===== src/rtl/stream_frame_pkg.sv =====
// ---------------------------------------------------------------------------
// stream_frame_pkg
// Shared definitions for the framed 128-bit host stream: default header
// magic, header field offsets, deframer state encoding and a clog2 helper.
// Imported by both the receive-side deframer and the transmit-side writer.
// ---------------------------------------------------------------------------
package stream_frame_pkg;

   localparam logic [31:0] MAGIC_DEFAULT = 32'h5046524D;

   // Header field positions inside the 128-bit header beat
   localparam int unsigned LEN_LSB   = 0;
   localparam int unsigned LEN_MSB   = 31;
   localparam int unsigned MAGIC_LSB = 32;
   localparam int unsigned MAGIC_MSB = 63;

   typedef enum logic [0:0] {
      HDR = 1'b0,
      PAY = 1'b1
   } state_t;

   // Ceiling log2, usable in constant expressions
   function automatic int unsigned clog2(input int unsigned v);
      int unsigned r;
      r = 0;
      for (int unsigned i = 0; i < 32; i++) begin
         if ((32'd1 << i) < v) begin
            r = i + 1;
         end
      end
      return r;
   endfunction

endpackage


===== src/rtl/in_stream_deframer_if.sv =====
// ---------------------------------------------------------------------------
// in_stream_deframer_if
// Bundles both handshakes around the deframer:
//   128-bit input side : s128_valid, s128_data, s128_rdy
//   W-bit output side  : s_valid, s_data, s_last, s_rdy
// Modports:
//   slave  - the deframer (consumes 128-bit beats, produces W-bit words)
//   master - the surrounding environment (produces beats, consumes words)
// ---------------------------------------------------------------------------
interface in_stream_deframer_if #(
   parameter int W = 32
);
   logic           s128_valid;
   logic [127:0]   s128_data;
   logic           s128_rdy;
   logic           s_valid;
   logic           s_rdy;
   logic [W-1:0]   s_data;
   logic           s_last;

   modport slave (
      input  s128_valid, s128_data, s_rdy,
      output s128_rdy, s_valid, s_data, s_last
   );

   modport master (
      output s128_valid, s128_data, s_rdy,
      input  s128_rdy, s_valid, s_data, s_last
   );
endinterface


===== src/rtl/stream_lane_mux.sv =====
// ---------------------------------------------------------------------------
// stream_lane_mux
// Selects one W-bit lane out of the 128-bit hold register. Lane 0 is bits
// [W-1:0]. An out-of-range lane index yields zero.
// Ports:
//   hold  in  128  held payload beat
//   lane  in  LW   lane index
//   word  out W    selected lane
// ---------------------------------------------------------------------------
module stream_lane_mux #(
   parameter int W     = 32,
   parameter int LANES = 128 / W,
   parameter int LW    = 3
) (
   input  logic [127:0]  hold,
   input  logic [LW-1:0] lane,
   output logic [W-1:0]  word
);

   // Lane select; zero when the index matches no lane
   always_comb begin
      word = '0;
      for (int i = 0; i < LANES; i++) begin
         if (lane == LW'(i)) begin
            word = hold[i*W +: W];
         end else begin
            word = word;
         end
      end
   end

endmodule


===== src/rtl/in_stream_deframer.sv =====
// ---------------------------------------------------------------------------
// in_stream_deframer
// Strips the header beat from a framed 128-bit stream and unpacks the payload
// into W-bit words, emitting exactly N words (N taken from the header) with
// s_last on the final one. Padding lanes of the final beat are dropped.
// Ports:
//   clk      in   core clock
//   rst      in   asynchronous active-high reset
//   bus      if   slave modport: 128-bit beat input, W-bit word output
//   hdr_err  out  one-cycle pulse when a bad-magic header is dropped
//   busy     out  high while a frame is in progress
// ---------------------------------------------------------------------------
module in_stream_deframer
   import stream_frame_pkg::*;
#(
   parameter int          W     = 32,
   parameter logic [31:0] MAGIC = MAGIC_DEFAULT
) (
   input  logic                 clk,
   input  logic                 rst,
   in_stream_deframer_if.slave  bus,
   output logic                 hdr_err,
   output logic                 busy
);

   localparam int LANES = 128 / W;
   localparam int LW    = clog2(LANES) + 1;

   state_t         state_r,    state_n_s;
   logic [127:0]   hold_r,     hold_n_s;
   logic           hold_vld_r, hold_vld_n_s;
   logic [LW-1:0]  lane_r,     lane_n_s;
   logic [31:0]    remain_r,   remain_n_s;
   logic           hdr_err_r,  hdr_err_n_s;

   logic           s128_rdy_s;
   logic           beat_acc_s;
   logic           xfer_s;
   logic           last_lane_s;
   logic           last_word_s;
   logic [W-1:0]   word_s;

   assign xfer_s      = hold_vld_r & bus.s_rdy;
   assign last_lane_s = (lane_r == LW'(LANES - 1));
   assign last_word_s = (remain_r == 32'd1);
   assign beat_acc_s  = bus.s128_valid & s128_rdy_s;

   // Input ready: a new beat may refill the hold register in the same cycle as
   // its last lane leaves, but never on the final word of a frame, so the next
   // header is left for the HDR state.
   always_comb begin
      s128_rdy_s = 1'b1;
      case (state_r)
         HDR:     s128_rdy_s = 1'b1;
         PAY:     s128_rdy_s = !hold_vld_r || (xfer_s && last_lane_s && !last_word_s);
         default: s128_rdy_s = 1'b1;
      endcase
   end

   // Next-state and register update logic
   always_comb begin
      state_n_s    = state_r;
      hold_n_s     = hold_r;
      hold_vld_n_s = hold_vld_r;
      lane_n_s     = lane_r;
      remain_n_s   = remain_r;
      hdr_err_n_s  = 1'b0;
      case (state_r)
         HDR: begin
            if (beat_acc_s) begin
               if (bus.s128_data[MAGIC_MSB:MAGIC_LSB] != MAGIC) begin
                  hdr_err_n_s = 1'b1;
               end else if (bus.s128_data[LEN_MSB:LEN_LSB] == 32'd0) begin
                  state_n_s = HDR;
               end else begin
                  remain_n_s = bus.s128_data[LEN_MSB:LEN_LSB];
                  lane_n_s   = '0;
                  state_n_s  = PAY;
               end
            end else begin
               state_n_s = HDR;
            end
         end
         PAY: begin
            if (xfer_s) begin
               remain_n_s = remain_r - 32'd1;
               lane_n_s   = lane_r + LW'(1);
               if (last_lane_s) begin
                  hold_vld_n_s = 1'b0;
               end else begin
                  hold_vld_n_s = hold_vld_r;
               end
               if (last_word_s) begin
                  hold_vld_n_s = 1'b0;
                  state_n_s    = HDR;
               end else begin
                  state_n_s = PAY;
               end
            end else begin
               state_n_s = PAY;
            end
            // A beat load overrides the lane advance and the hold clear
            if (beat_acc_s) begin
               hold_n_s     = bus.s128_data;
               hold_vld_n_s = 1'b1;
               lane_n_s     = '0;
            end else begin
               hold_n_s = hold_r;
            end
         end
         default: begin
            state_n_s    = HDR;
            hold_vld_n_s = 1'b0;
            lane_n_s     = '0;
            remain_n_s   = 32'd0;
         end
      endcase
   end

   // State and datapath registers
   always_ff @(posedge clk or posedge rst) begin
      if (rst) begin
         state_r    <= HDR;
         hold_r     <= '0;
         hold_vld_r <= 1'b0;
         lane_r     <= '0;
         remain_r   <= 32'd0;
         hdr_err_r  <= 1'b0;
      end else begin
         state_r    <= state_n_s;
         hold_r     <= hold_n_s;
         hold_vld_r <= hold_vld_n_s;
         lane_r     <= lane_n_s;
         remain_r   <= remain_n_s;
         hdr_err_r  <= hdr_err_n_s;
      end
   end

   stream_lane_mux #(
      .W     (W),
      .LANES (LANES),
      .LW    (LW)
   ) u_lane_mux (
      .hold (hold_r),
      .lane (lane_r),
      .word (word_s)
   );

   assign bus.s128_rdy = s128_rdy_s;
   assign bus.s_valid  = hold_vld_r;
   assign bus.s_data   = word_s;
   assign bus.s_last   = hold_vld_r & last_word_s;
   assign hdr_err      = hdr_err_r;
   assign busy         = (state_r != HDR);

endmodule


===== src/flat_wrapper.sv =====
// flat-port wrapper written by rule: the top's interface ports become plain ports
module in_stream_deframer_flat import stream_frame_pkg::*;
#(
   parameter int          W     = 32,
   parameter logic [31:0] MAGIC = MAGIC_DEFAULT
)
  (clk, rst, hdr_err, busy, bus_s128_valid, bus_s128_data, bus_s_rdy, bus_s128_rdy, bus_s_valid, bus_s_data, bus_s_last);
  in_stream_deframer_if #(.W(W)) bus_i ();
  input  logic clk;
  input  logic rst;
  output logic hdr_err;
  output logic busy;
  input wire logic [$bits(bus_i.s128_valid)-1:0] bus_s128_valid;
  input wire logic [$bits(bus_i.s128_data)-1:0] bus_s128_data;
  input wire logic [$bits(bus_i.s_rdy)-1:0] bus_s_rdy;
  output wire logic [$bits(bus_i.s128_rdy)-1:0] bus_s128_rdy;
  output wire logic [$bits(bus_i.s_valid)-1:0] bus_s_valid;
  output wire logic [$bits(bus_i.s_data)-1:0] bus_s_data;
  output wire logic [$bits(bus_i.s_last)-1:0] bus_s_last;
  assign bus_i.s128_valid = bus_s128_valid;
  assign bus_i.s128_data = bus_s128_data;
  assign bus_i.s_rdy = bus_s_rdy;
  assign bus_s128_rdy = bus_i.s128_rdy;
  assign bus_s_valid = bus_i.s_valid;
  assign bus_s_data = bus_i.s_data;
  assign bus_s_last = bus_i.s_last;
  in_stream_deframer #(.W(W), .MAGIC(MAGIC)) u_core (.clk(clk), .rst(rst), .bus(bus_i), .hdr_err(hdr_err), .busy(busy));
endmodule

===== config.mk =====
export PLATFORM = sky130hd
export DESIGN_NAME = in_stream_deframer_flat
export DESIGN_NICKNAME = d
export VERILOG_FILES = /design/src/rtl/stream_frame_pkg.sv /design/src/rtl/in_stream_deframer_if.sv /design/src/rtl/stream_lane_mux.sv /design/src/rtl/in_stream_deframer.sv /design/src/flat_wrapper.sv
export SDC_FILE = /design/constraint.sdc
export NUM_CORES = 1
export LEC_CHECK = 0
export BUFFER_PORTS_ARGS = -buffer_cell sky130_fd_sc_hd__buf_2
export CORE_AREA = 3 3 131 133
export DETAILED_ROUTE_END_ITERATION = 10
export DIE_AREA = 0 0 134 136
export GPL_ROUTABILITY_DRIVEN = 1
export PLACE_DENSITY = 0.87
export SETUP_SLACK_MARGIN = 0.1
export SLEW_MARGIN = 20
export SYNTH_ARGS = -nofsm -noshare
export SYNTH_HDL_FRONTEND = slang
export SYNTH_SLANG_ARGS = --single-unit

===== constraint.sdc =====
create_clock -name clk -period 6.6 [get_ports clk]
set_input_delay 1.32 -clock clk [delete_from_list [all_inputs] [get_ports clk]]
set_output_delay 1.32 -clock clk [all_outputs]
set_load 0.005 [all_outputs]

# After elaboration in Yosys (flattened, before gate mapping)
# Index checks and enable logic that the tools add are counted.
# classes
addsub	2
n_mux	29
n_eq_ne	10
reduce_logical	13
n_bitwise	4
# op_table
op	n
$mux W32	8
$pmux W32 S2	1
$eq A32 B1 Y1 const B	1
$logic_not A32 Y1	1
$ne A32 B31 Y1 const B	1
$sub A32 B1 Y32 const B	1
$mux W3	5
$mux W1	12
$reduce_and A4 Y1	2
$eq A3 B2 Y1 const B	2
$ne A2 B2 Y1 const B	3
$pmux W3 S2	1
$pmux W1 S2	2
$add A3 B1 Y3 const B	1
$and A1 B1 Y1	3
$eq A3 B1 Y1 const B	1
$logic_not A3 Y1	1
$ne A3 B3 Y1 const B	1
$reduce_and A3 Y1	1
$reduce_bool A3 Y1	1
$logic_and A1 B1 Y1	2
$logic_not A1 Y1	2
$ne A2 B1 Y1 const B	1
$reduce_and A2 Y1	1
3 further kinds	3
# totals
out_inout_bits	37
input_bits	132
register_bits	166

# Logic depth before layout (Yosys ltp)
# Gate-level depths: netlist of run 1.
# logic_depth
ltp_word	8
ltp_mapped	9

# Cells and area by module
# From an unflattened synthesis of run 1, not the netlist that was laid out.
# unflattened
cells_unflattened	684
hier_area_um2	8934.8
# by_module_without_submodules
module	area_each_um2	cells_each	instances
in_stream_deframer	7908.8	572	1
stream_lane_mux	1026.0	112	1

# Least setup slack after synthesis of run 1
# OpenSTA, ideal clock, no wires.
# synth_path
kind	in2reg
start	input bus_s128_data[40]
end	register u_core.remain_r[14]
slack_ns	3.506
path_stages	7
setup_ns	0.143
arrival_ns	2.951
path_cell_list	nor4b_1 > nand4_1 > a2111o_1 > clkbuf_1 > nand2_1 > clkbuf_1 > o221ai_1
# synth_between
elab_chain_len	3
# synth_lines
item	line	text
from (decl)	flat_wrapper.sv:14	input wire logic [$bits(bus_i.s128_data)-1:0] bus_s128_data;
$ne A32 B31 Y1	in_stream_deframer.sv:71	if (bus.s128_data[MAGIC_MSB:MAGIC_LSB] != MAGIC) begin
$ne A2 B2 Y1 (no source line)	n/a	
$reduce_and A4 Y1 (no source line)	n/a	
to (signal assigned)	in_stream_deframer.sv:134	remain_r <= remain_n_s;
to (decl)	in_stream_deframer.sv:33	logic [31:0] remain_r, remain_n_s;
# Every way passes these cells.
# A chain may end at the register's enable or synchronous reset.

# Worst setup path in the final report of run 1
# layout_path
start	input bus_s128_data[43]
end	register u_core.remain_r[0]
# The elaborated chain is that of the path after synthesis.

==> flow_summary.toml, run 1 <==
[run_status]
status = "completed"

[cts]
cts-resized-gates = 0
cts_setup_buffers = 0
clk_pin_slew_ns = 0.06
root_buffer = "clkbuf_16"
cts_tree = "done"
clk_path_buf_depth = 2
cts_max_level = 4
cts_hold_buf = 0
cts_sinks = 166
clock_latency_ns = 0.43
cts_buffers = 17

[timing]
timing.fmax_ghz = 0.2440
rsz0062_at_grt = "false"
post-route-period-util_pct = 62.10
drv_slew = 0
hold_viol = 0
worst_pin_slew_ns = 1.100
setup_tns_ns = 0
setup_viol = 0
fin_ws_ns = 2.501
slew_headroom_pct = 26.39
fin_skew_ns = 0.008984
layout_min_cycle_time_ns = 4.099

[yosys]
synth_cell_types = 61
synth-edff-count = 0
synth_area_sq_um = 8900
yosys.area.top_type = "dfrtp_1"
synth_warnings = 0
ys.flop_type = "dfrtp_1"
synth_most_common_cell = "dfrtp_1"
avgSynthCellArea_sq_um = 11.83
synth_top_cell_area_share_pct = 46.68
synth_nets = 891
synthArstFlopShare_pct = 100.0
synth_seq_area_share_pct = 46.68
synth_common_cells = "dfrtp_1 (166), mux2_4 (110), o21ai_0 (74)"
yosys_register_bits = 166
synth_area_leaders = "dfrtp_1 (47%), mux2_4 (19%), o21ai_0 (4.2%), a221o_1 (3.8%), nand2_1 (2.6%)"
synth_cells = 752

[job]
cap_violations = 0

[pwr]
leakage_nw = 4.788
peakVddDrop_uv = 178.8
total_power_mw = 2.245
power_density_nw_per_um2 = 215.3

[critical_path]
startpoint_type = "primary input"
cpPeakStageDelay_ns = 0.99
cp-end-kind = "flip-flop"
path_max_fanout = 17
critPathSlowestCell = "a2111oi_4"
timing.critical_path.required_ns = 6.90
startpoint = "bus_s128_data[43]"
cp_data_arrival_time_ns = 4.40
endpoint = "u_core.remain_r[0]"
r2r_end = "u_core.remain_r[0]"
reg2reg_setup_slack_ns = 3.22
reg2reg_depth = 7
crit_chain = "buf_2 -> nor4bb_1 -> nand4_1 -> a2111oi_4 -> nor2_1 -> a221o_1"
path_class = "primary input to flip-flop"
r2r_start = "u_core.busy"

[final_layout]
multi_input_area_sq_um = 4395
nFillCells = 1223
drive_above_1_share_pct = 37.42
fin_area_sq_um = 10430
stdcell_count = 1123
seq_area_sq_um = 4154
finalNetCount = 1032
area_growth_pct = 17.14

[placement]
place_worst_setup_slack_ns = 2.215
placed_cells = 1090
dp_hpwl_um = 16220
dpl-instance-area_sq_um = 9811
port_buffers = 168
gp_congestion = 0.8804

[floorplan]
die_h_um = 136
chipWidth_um = 134
std_cell_rows = 46
core_sq_um = 15940
dieArea_sq_um = 18220
ios = 169
initial_core_util_pct = 55.82

[global_routing]
grt_pass1_vias = 6911
gr-usage-all-layers_pct = 26.31
grt_start_max_net_pins = 129
grt_first_pass_wirelength_um = 37830
overflow = 0
grt_antenna_before_repair = 1

[routing]
vias = 7026
wl_per_cell_um = 21.36
drcViolationCount = 0
drt-pass1-iter-count = 5
drt_iter0_drc = 847
drtAntennaViolNets = 0
via_per_inst = 6.256
finalWirelength_um = 23990

[worst_hold_path]
min_path_type = "flip-flop to flip-flop"
hold_depth = 1
-- stage by stage --
stage	hold slack, ns	utilization, %
after global routing	0.5148	65.37
final	0.4895	65.39
after CTS	0.4926	65.30
after global placement	0.4682	61.54
after detailed placement	0.4780	61.54
after floorplan	0.4585	-
-- critical path, delay by kind of cell --
kind	cells	cell delay, ns
simple gates	3	1.49
compound gates	2	1.47
buf+inv	1	0.11
-- how the worst min path moves through the flow --
stage,endpoint,start
floorplan,u_core.hold_r[119],u_core.hold_r[119]
global placement,u_core.hold_r[0],u_core.hold_r[0]
detailed placement,u_core.hold_r[0],u_core.hold_r[0]
CTS,u_core.hold_r[0],u_core.hold_r[0]
global route,u_core.hold_r[75],u_core.hold_r[75]
finish,u_core.hold_r[0],u_core.hold_r[0]
-- area by class of cell --
type,instances,share of cell area (%)
Antenna cell,1,0.02400
Timing Repair Buffer,176,8.761
Sequential cell,166,39.85
Clock inverter,14,1.536
Multi-Input combinational cell,510,42.16
Tap cell,216,2.592
Inverter,22,0.8641
Clock buffer,18,4.213
-- flip-flops by register name (all words and copies together), names as in the netlist --
| signal | count |
|---|---|
| u_core.hold_r | 128 |
| u_core.remain_r | 32 |
| u_core.lane_r | 3 |
| u_core.bus.s_valid | 1 |
| u_core.busy | 1 |
| u_core.hdr_err | 1 |
-- cells in the final DEF (no fill, tap or decap), types with 3 or more instances in the layout --
cell type     n
mux2_4      110
buf_4         7
nand2_1      61
o32ai_1       3
nand3_1      13
nor4_1       14
ha_1          6
nor4_4        3
buf_2       168
a221o_1      34
o22ai_1      13
clkinvlp_4    4
a22oi_1      13
nor2_1       26
o211ai_1      3
nand4_1       5
mux2_1       18
nor4b_1       3
a31oi_1       8
nor3_1       17
mux2i_1       4
a21oi_1      11
inv_1        21
o21ai_0      74
dfrtp_1     166
a2bb2oi_1     5
or4_1         5
o22a_1        8
o2bb2ai_1     3
o221ai_1      3
inv_6         7
clkbuf_16    17
nor4bb_1      5
-- layer usage --
| layer | track usage [%] | vias up | wire, um |
|---|---|---|---|
| li1 | - | 3119 | - |
| met1 | 36.84 | 3494 | 10330 |
| met2 | 42.03 | 361 | 11180 |
| met3 | 5.440 | 50 | 1985 |
| met4 | 7.143 | 2 | 488 |
| met5 | 0 | - | 13 |
-- power by group --
group	switching (mW)	leakage (nW)	internal, mW
clock	0.436	0.281	0.577
sequential	0.0257	2.09	1.06
combinational	0.0668	2.41	0.0823
-- kinds of logic after synthesis --
family / count (synthesis) / synth area share [%]
AOI/OAI and AO/OA: 200 / 16.25
and+or+nand+nor: 171 / 10.47
DFF: 166 / 46.68
muxes: 132 / 21.28
buffers and inverters: 76 / 4.330
adders and majority gates: 7 / 0.9841
No activity file was read; power rests on OpenSTA's default activity.
==> run 2, diff against run 1 <==
- clock period: 6.6 -> 4.26 ns (I/O delays scaled with it)
==> run 2 against run 1 <==
- cell area is 1.3% higher
- clock skew is 0.00091 ns higher
- register-to-register slack worse by 1.9 ns
- clock power is 59% higher
- routed wire length is 1.7% lower
- largest power group unchanged
- non-clock buffer count is 10 higher
- first-iteration DRC count is 10% lower
- sequential power is 56% higher
- clock-buffer cell count is 1 lower
- critical path type is now flip-flop to primary output
==> flow_summary.toml, run 2 (same netlist as run 1, synthesis figures left out) <==
[run_status]
status = "completed"

[routing]
drt-pass1-iter-count = 7
wl_per_cell_um = 20.82
vias = 6959
drt_iter0_drc = 761
via_per_inst = 6.148
finalWirelength_um = 23570
drtAntennaViolNets = 0
drcViolationCount = 0

[timing]
slew_headroom_pct = 36.36
worst_pin_slew_ns = 0.9522
setup_viol = 0
layout_min_cycle_time_ns = 3.596
timing.fmax_ghz = 0.2781
drv_slew = 0
fin_ws_ns = 0.6636
setup_tns_ns = 0
post-route-period-util_pct = 84.42
hold_viol = 0
fin_skew_ns = 0.009891
rsz0062_at_grt = "false"

[pwr]
total_power_mw = 3.521
p_switching_uw = 816.7
power_density_nw_per_um2 = 333.3
clkPwrFrac_pct = 45.8
netSwitchingFraction_pct = 23.19
leakage_nw = 4.864
internal_power_mw = 2.704
peakVddDrop_uv = 252.7
seq_power_share_pct = 47.6
p_comb_share_pct = 6.5

[cts]
clk_pin_slew_ns = 0.07
root_buffer = "clkbuf_16"
cts_sinks = 166
cts-resized-gates = 0
cts_max_level = 4
clk_path_buf_depth = 2
clock_latency_ns = 0.42
cts_hold_buf = 0
cts_buffers = 17
cts_tree = "done"
cts_setup_buffers = 0

[critical_path]
path_class = "flip-flop to primary output"
path_max_fanout = 17
cp-end-kind = "primary output"
timing.critical_path.required_ns = 3.41
cp_data_arrival_time_ns = 2.74
startpoint_type = "flip-flop"

[global_routing]
overflow = 0
grt_antenna_before_repair = 1
grt_pass1_vias = 6754
grt_first_pass_wirelength_um = 37470
grt_start_max_net_pins = 101
gr-usage-all-layers_pct = 26.15

[placement]
port_buffers = 168
dp_hpwl_um = 16590
place_worst_setup_slack_ns = 1.037
dpl-instance-area_sq_um = 9947
placed_cells = 1100
gp_congestion = 0.8707

[floorplan]
initial_core_util_pct = 55.82
std_cell_rows = 46
dieArea_sq_um = 18220
chipWidth_um = 134
die_h_um = 136
ios = 169
core_sq_um = 15940

[final_layout]
reg_top3 = "u_core.hold_r: 128 flops, u_core.remain_r: 32 flops, u_core.lane_r: 3 flops"
largest_reg_flops = 128
regMostFlops = "u_core.hold_r"
finalNetCount = 1042
area_growth_pct = 18.71
final_common_cell = "buf_2"
diodes = 0
stdcell_count = 1132
fin_area_sq_um = 10570
final_cell_mix = "buf_2 (168), dfrtp_1 (166), mux2_4 (110), o21ai_0 (74), nand2_1 (61)"
drive_above_1_share_pct = 38.10

[job]
cap_violations = 0

[worst_hold_path]
min_path_type = "primary input to asynchronous set/reset pin"
-- run 2: cell count changes in the layout (fill, tap and decap cells not counted), moves of 2 or more --
| cell | change |
|---|---|
| buf_4 | +5 |
| buf_12 | +5 |
| clkinv_4 | +4 |
| inv_6 | -2 |
-- run 2: final timing paths --
path | startpoint | to | slack, ns | depth (start not counted)
min in group clk | u_core.hold_r[120] | u_core.hold_r[120] | 0.49 | 1
worst min register to register | u_core.hold_r[120] | u_core.hold_r[120] | 0.49 | 1
worst max-delay path | u_core.lane_r[1] | bus_s_data[20] | 0.66 | 8
worst min-delay path | rst | u_core.hold_r[102] | 0.46 | 2
max in group asynchronous | rst | u_core.remain_r[30] | 2.81 | 3
worst max register to register | u_core.remain_r[3] | u_core.remain_r[25] | 1.29 | 5
-- run 2: cell type report --
class | instances | area, sq um
Clock inverter | 15 | 192.7
Clock buffer | 17 | 425.4
Tap cell | 216 | 270.3
Sequential cell | 166 | 4154
Fill cell | 1172 | 5378
Inverter | 22 | 86.33
Timing Repair Buffer | 186 | 1051
Multi-Input combinational cell | 510 | 4385
-- run 2: through the flow --
step / hold slack (ns) / utilization (%)
after global routing: 0.4868 / 66.27
after floorplan: 0.4585 / -
after global placement: 0.4694 / 62.39
final: 0.4598 / 66.27
after CTS: 0.4693 / 66.27
after detailed placement: 0.4803 / 62.39
-- run 2: worst max-delay path: stages (launching register included) --
cell	delay (ns)
dfrtp_1	0.40
inv_1	0.10
ha_1	0.19
nor2b_2	0.61
buf_4	0.34
a221o_1	0.22
o21ai_0	0.10
o21ai_0	0.21
buf_2	0.15
-- run 2: power groups by stage --
| stage | clock (mW) | sequential (mW) | combinational, mW |
|---|---|---|---|
| 6_report | 1.61 | 1.68 | 0.230 |
| 5_1_grt | 1.69 | 1.68 | 0.250 |
| 4_1_cts | 1.63 | 1.68 | 0.232 |
| 3_5_place_dp | 0 | 1.70 | 0.229 |
| 3_3_place_gp | 0 | 1.70 | 0.224 |
| 2_1_floorplan | 0 | 1.69 | 0.122 |
-- run 2: layer usage --
layer | GRT usage [%] | up-vias | wire length (um)
met5 | 0 | - | 13
met4 | 7.200 | 2 | 397
met3 | 5.366 | 34 | 1730
met2 | 39.72 | 303 | 10980
met1 | 38.40 | 3480 | 10450
li1 | - | 3140 | -
==> run 3, diff against run 2 <==
- clock period: 4.26 -> 3.57 ns (I/O delays scaled with it)
==> run 3 against run 2 <==
- register-to-register slack lost 0.52 ns
- cell area shrank 0.73%
- core utilization is 0.49 points lower
- worst setup slack lost 0.34 ns
- sequential share of layout area up 0.29 points
- sequential power grew 19%
- via count increased by 0.70%
- largest power group unchanged
==> flow_summary.toml, run 3 (same netlist as run 1, synthesis figures left out) <==
[critical_path]
cp-end-kind = "primary output"
cp_data_arrival_time_ns = 2.53
startpoint = "u_core.remain_r[1]"
r2r_start = "u_core.remain_r[20]"
path_max_fanout = 4
path_class = "flip-flop to primary output"
timing.critical_path.required_ns = 2.86
startpoint_type = "flip-flop"

[placement]
place_worst_setup_slack_ns = 0.5968
dpl-instance-area_sq_um = 9902
dp_hpwl_um = 16350
port_buffers = 168
placed_cells = 1099
gp_congestion = 0.8809

[final_layout]
final_common_cell = "buf_2"
area_growth_pct = 17.84
seq_area_sq_um = 4154
drive_above_1_share_pct = 38.07
nFillCells = 1199
regMostFlops = "u_core.hold_r"
reg_top3 = "u_core.hold_r: 128 flops, u_core.remain_r: 32 flops, u_core.lane_r: 3 flops"
final_cell_mix = "buf_2 (168), dfrtp_1 (166), mux2_4 (110), o21ai_0 (74), nand2_1 (61)"
largest_reg_flops = 128
finalNetCount = 1041
stdcell_count = 1132
fin_area_sq_um = 10490
multi_input_area_sq_um = 4388

[timing]
setup_viol = 0
slew_headroom_pct = 36.05
post-route-period-util_pct = 90.95
drv_slew = 0
setup_tns_ns = 0
layout_min_cycle_time_ns = 3.247
timing.fmax_ghz = 0.3080
hold_viol = 0
worst_pin_slew_ns = 0.9570
rsz0062_at_grt = "false"
fin_skew_ns = 0.008844
fin_ws_ns = 0.3230

[global_routing]
grt_antenna_before_repair = 1
grt-busiest-layer = "met2"
grt_first_pass_wirelength_um = 37130
gr-usage-all-layers_pct = 25.82
met1_usage_pct = 37.52
overflow = 0
grt_pass1_vias = 6836
grt_start_max_net_pins = 129
use_met2_pct = 39.11
grtUsageMet3_pct = 5.033

[floorplan]
chipWidth_um = 134
std_cell_rows = 46
ios = 169
initial_core_util_pct = 55.82
die_h_um = 136
core_sq_um = 15940
dieArea_sq_um = 18220

[job]
cap_violations = 0

[cts]
clk_pin_slew_ns = 0.07
clk_path_buf_depth = 2
cts_setup_buffers = 0
cts-resized-gates = 0
cts_tree = "done"
cts_sinks = 166
clock_latency_ns = 0.43
root_buffer = "clkbuf_16"
cts_hold_buf = 0
cts_buffers = 17
cts_max_level = 4

[routing]
wl_per_cell_um = 20.99
drt_iter0_drc = 770
via_per_inst = 6.191
drtAntennaViolNets = 0
finalWirelength_um = 23770
vias = 7008
drt-pass1-iter-count = 5
drcViolationCount = 0

[run_status]
status = "completed"

[pwr]
power_density_nw_per_um2 = 391.4
peakVddDrop_uv = 334.2
leakage_nw = 4.829

[worst_hold_path]
min_path_type = "primary input to asynchronous set/reset pin"
-- run 3: cell count changes in the layout (fill, tap and decap cells not counted) --
cell	before	now
buf_12	6	3
clkinv_4	5	2
buf_4	12	14
clkinv_2	0	2
clkinvlp_4	3	5
diode_2	0	2
bufinv_16	3	2
inv_6	5	4
nor2_1	26	25
nor2_2	0	1
-- run 3: path summary, 6_finish.rpt --
kind	depth (start not counted)	slack [ns]	to
setup / recovery	6	0.32	bus_s_last
hold / removal	2	0.20	u_core.hold_r[102]
setup reg to reg	6	0.77	u_core.hold_r[108]
hold reg to reg	1	0.49	u_core.hold_r[125]
max in group asynchronous	3	2.70	u_core.remain_r[7]
min in group clk	1	0.49	u_core.hold_r[125]
-- run 3: layout make-up --
cell class / instances / share of cell area, %
tap: 216 / 2.577
inverter: 22 / 0.8232
antenna: 2 / 0.04772
timing repair buffer: 185 / 9.592
clock inverter: 14 / 1.455
multi-input combinational: 510 / 41.84
clock buffer: 17 / 4.056
sequential: 166 / 39.61
-- run 3: stage by stage --
step	total power, mW	utilization, %	hold WS, ns
detailed placement	2.312	62.11	0.4797
finish	4.105	65.78	0.1958
CTS	4.114	65.74	0.1858
floorplan	2.164	-	0.4585
global route	4.218	65.77	0.1969
global placement	2.300	62.11	0.4687
-- run 3: worst max-delay path, stage by stage, from the launching register on --
cell and delay, ns:
dfrtp_1 0.41, inv_1 0.11, ha_1 0.14, nor4b_1 0.40, nand4_1 0.15, nor4_1 0.66
buf_2 0.23
-- run 3: power by group --
part	internal (mW)	leakage (nW)	switching (mW)
Clock	1.03	0.273	0.790
Sequential	1.96	2.09	0.0465
Combinational	0.156	2.46	0.124
-- run 3: per-layer routing --
layer	vias up	wire [um]
met5	-	0
met1	3506	10790
li1	3138	-
met2	319	10850
met4	0	466
met3	45	1662
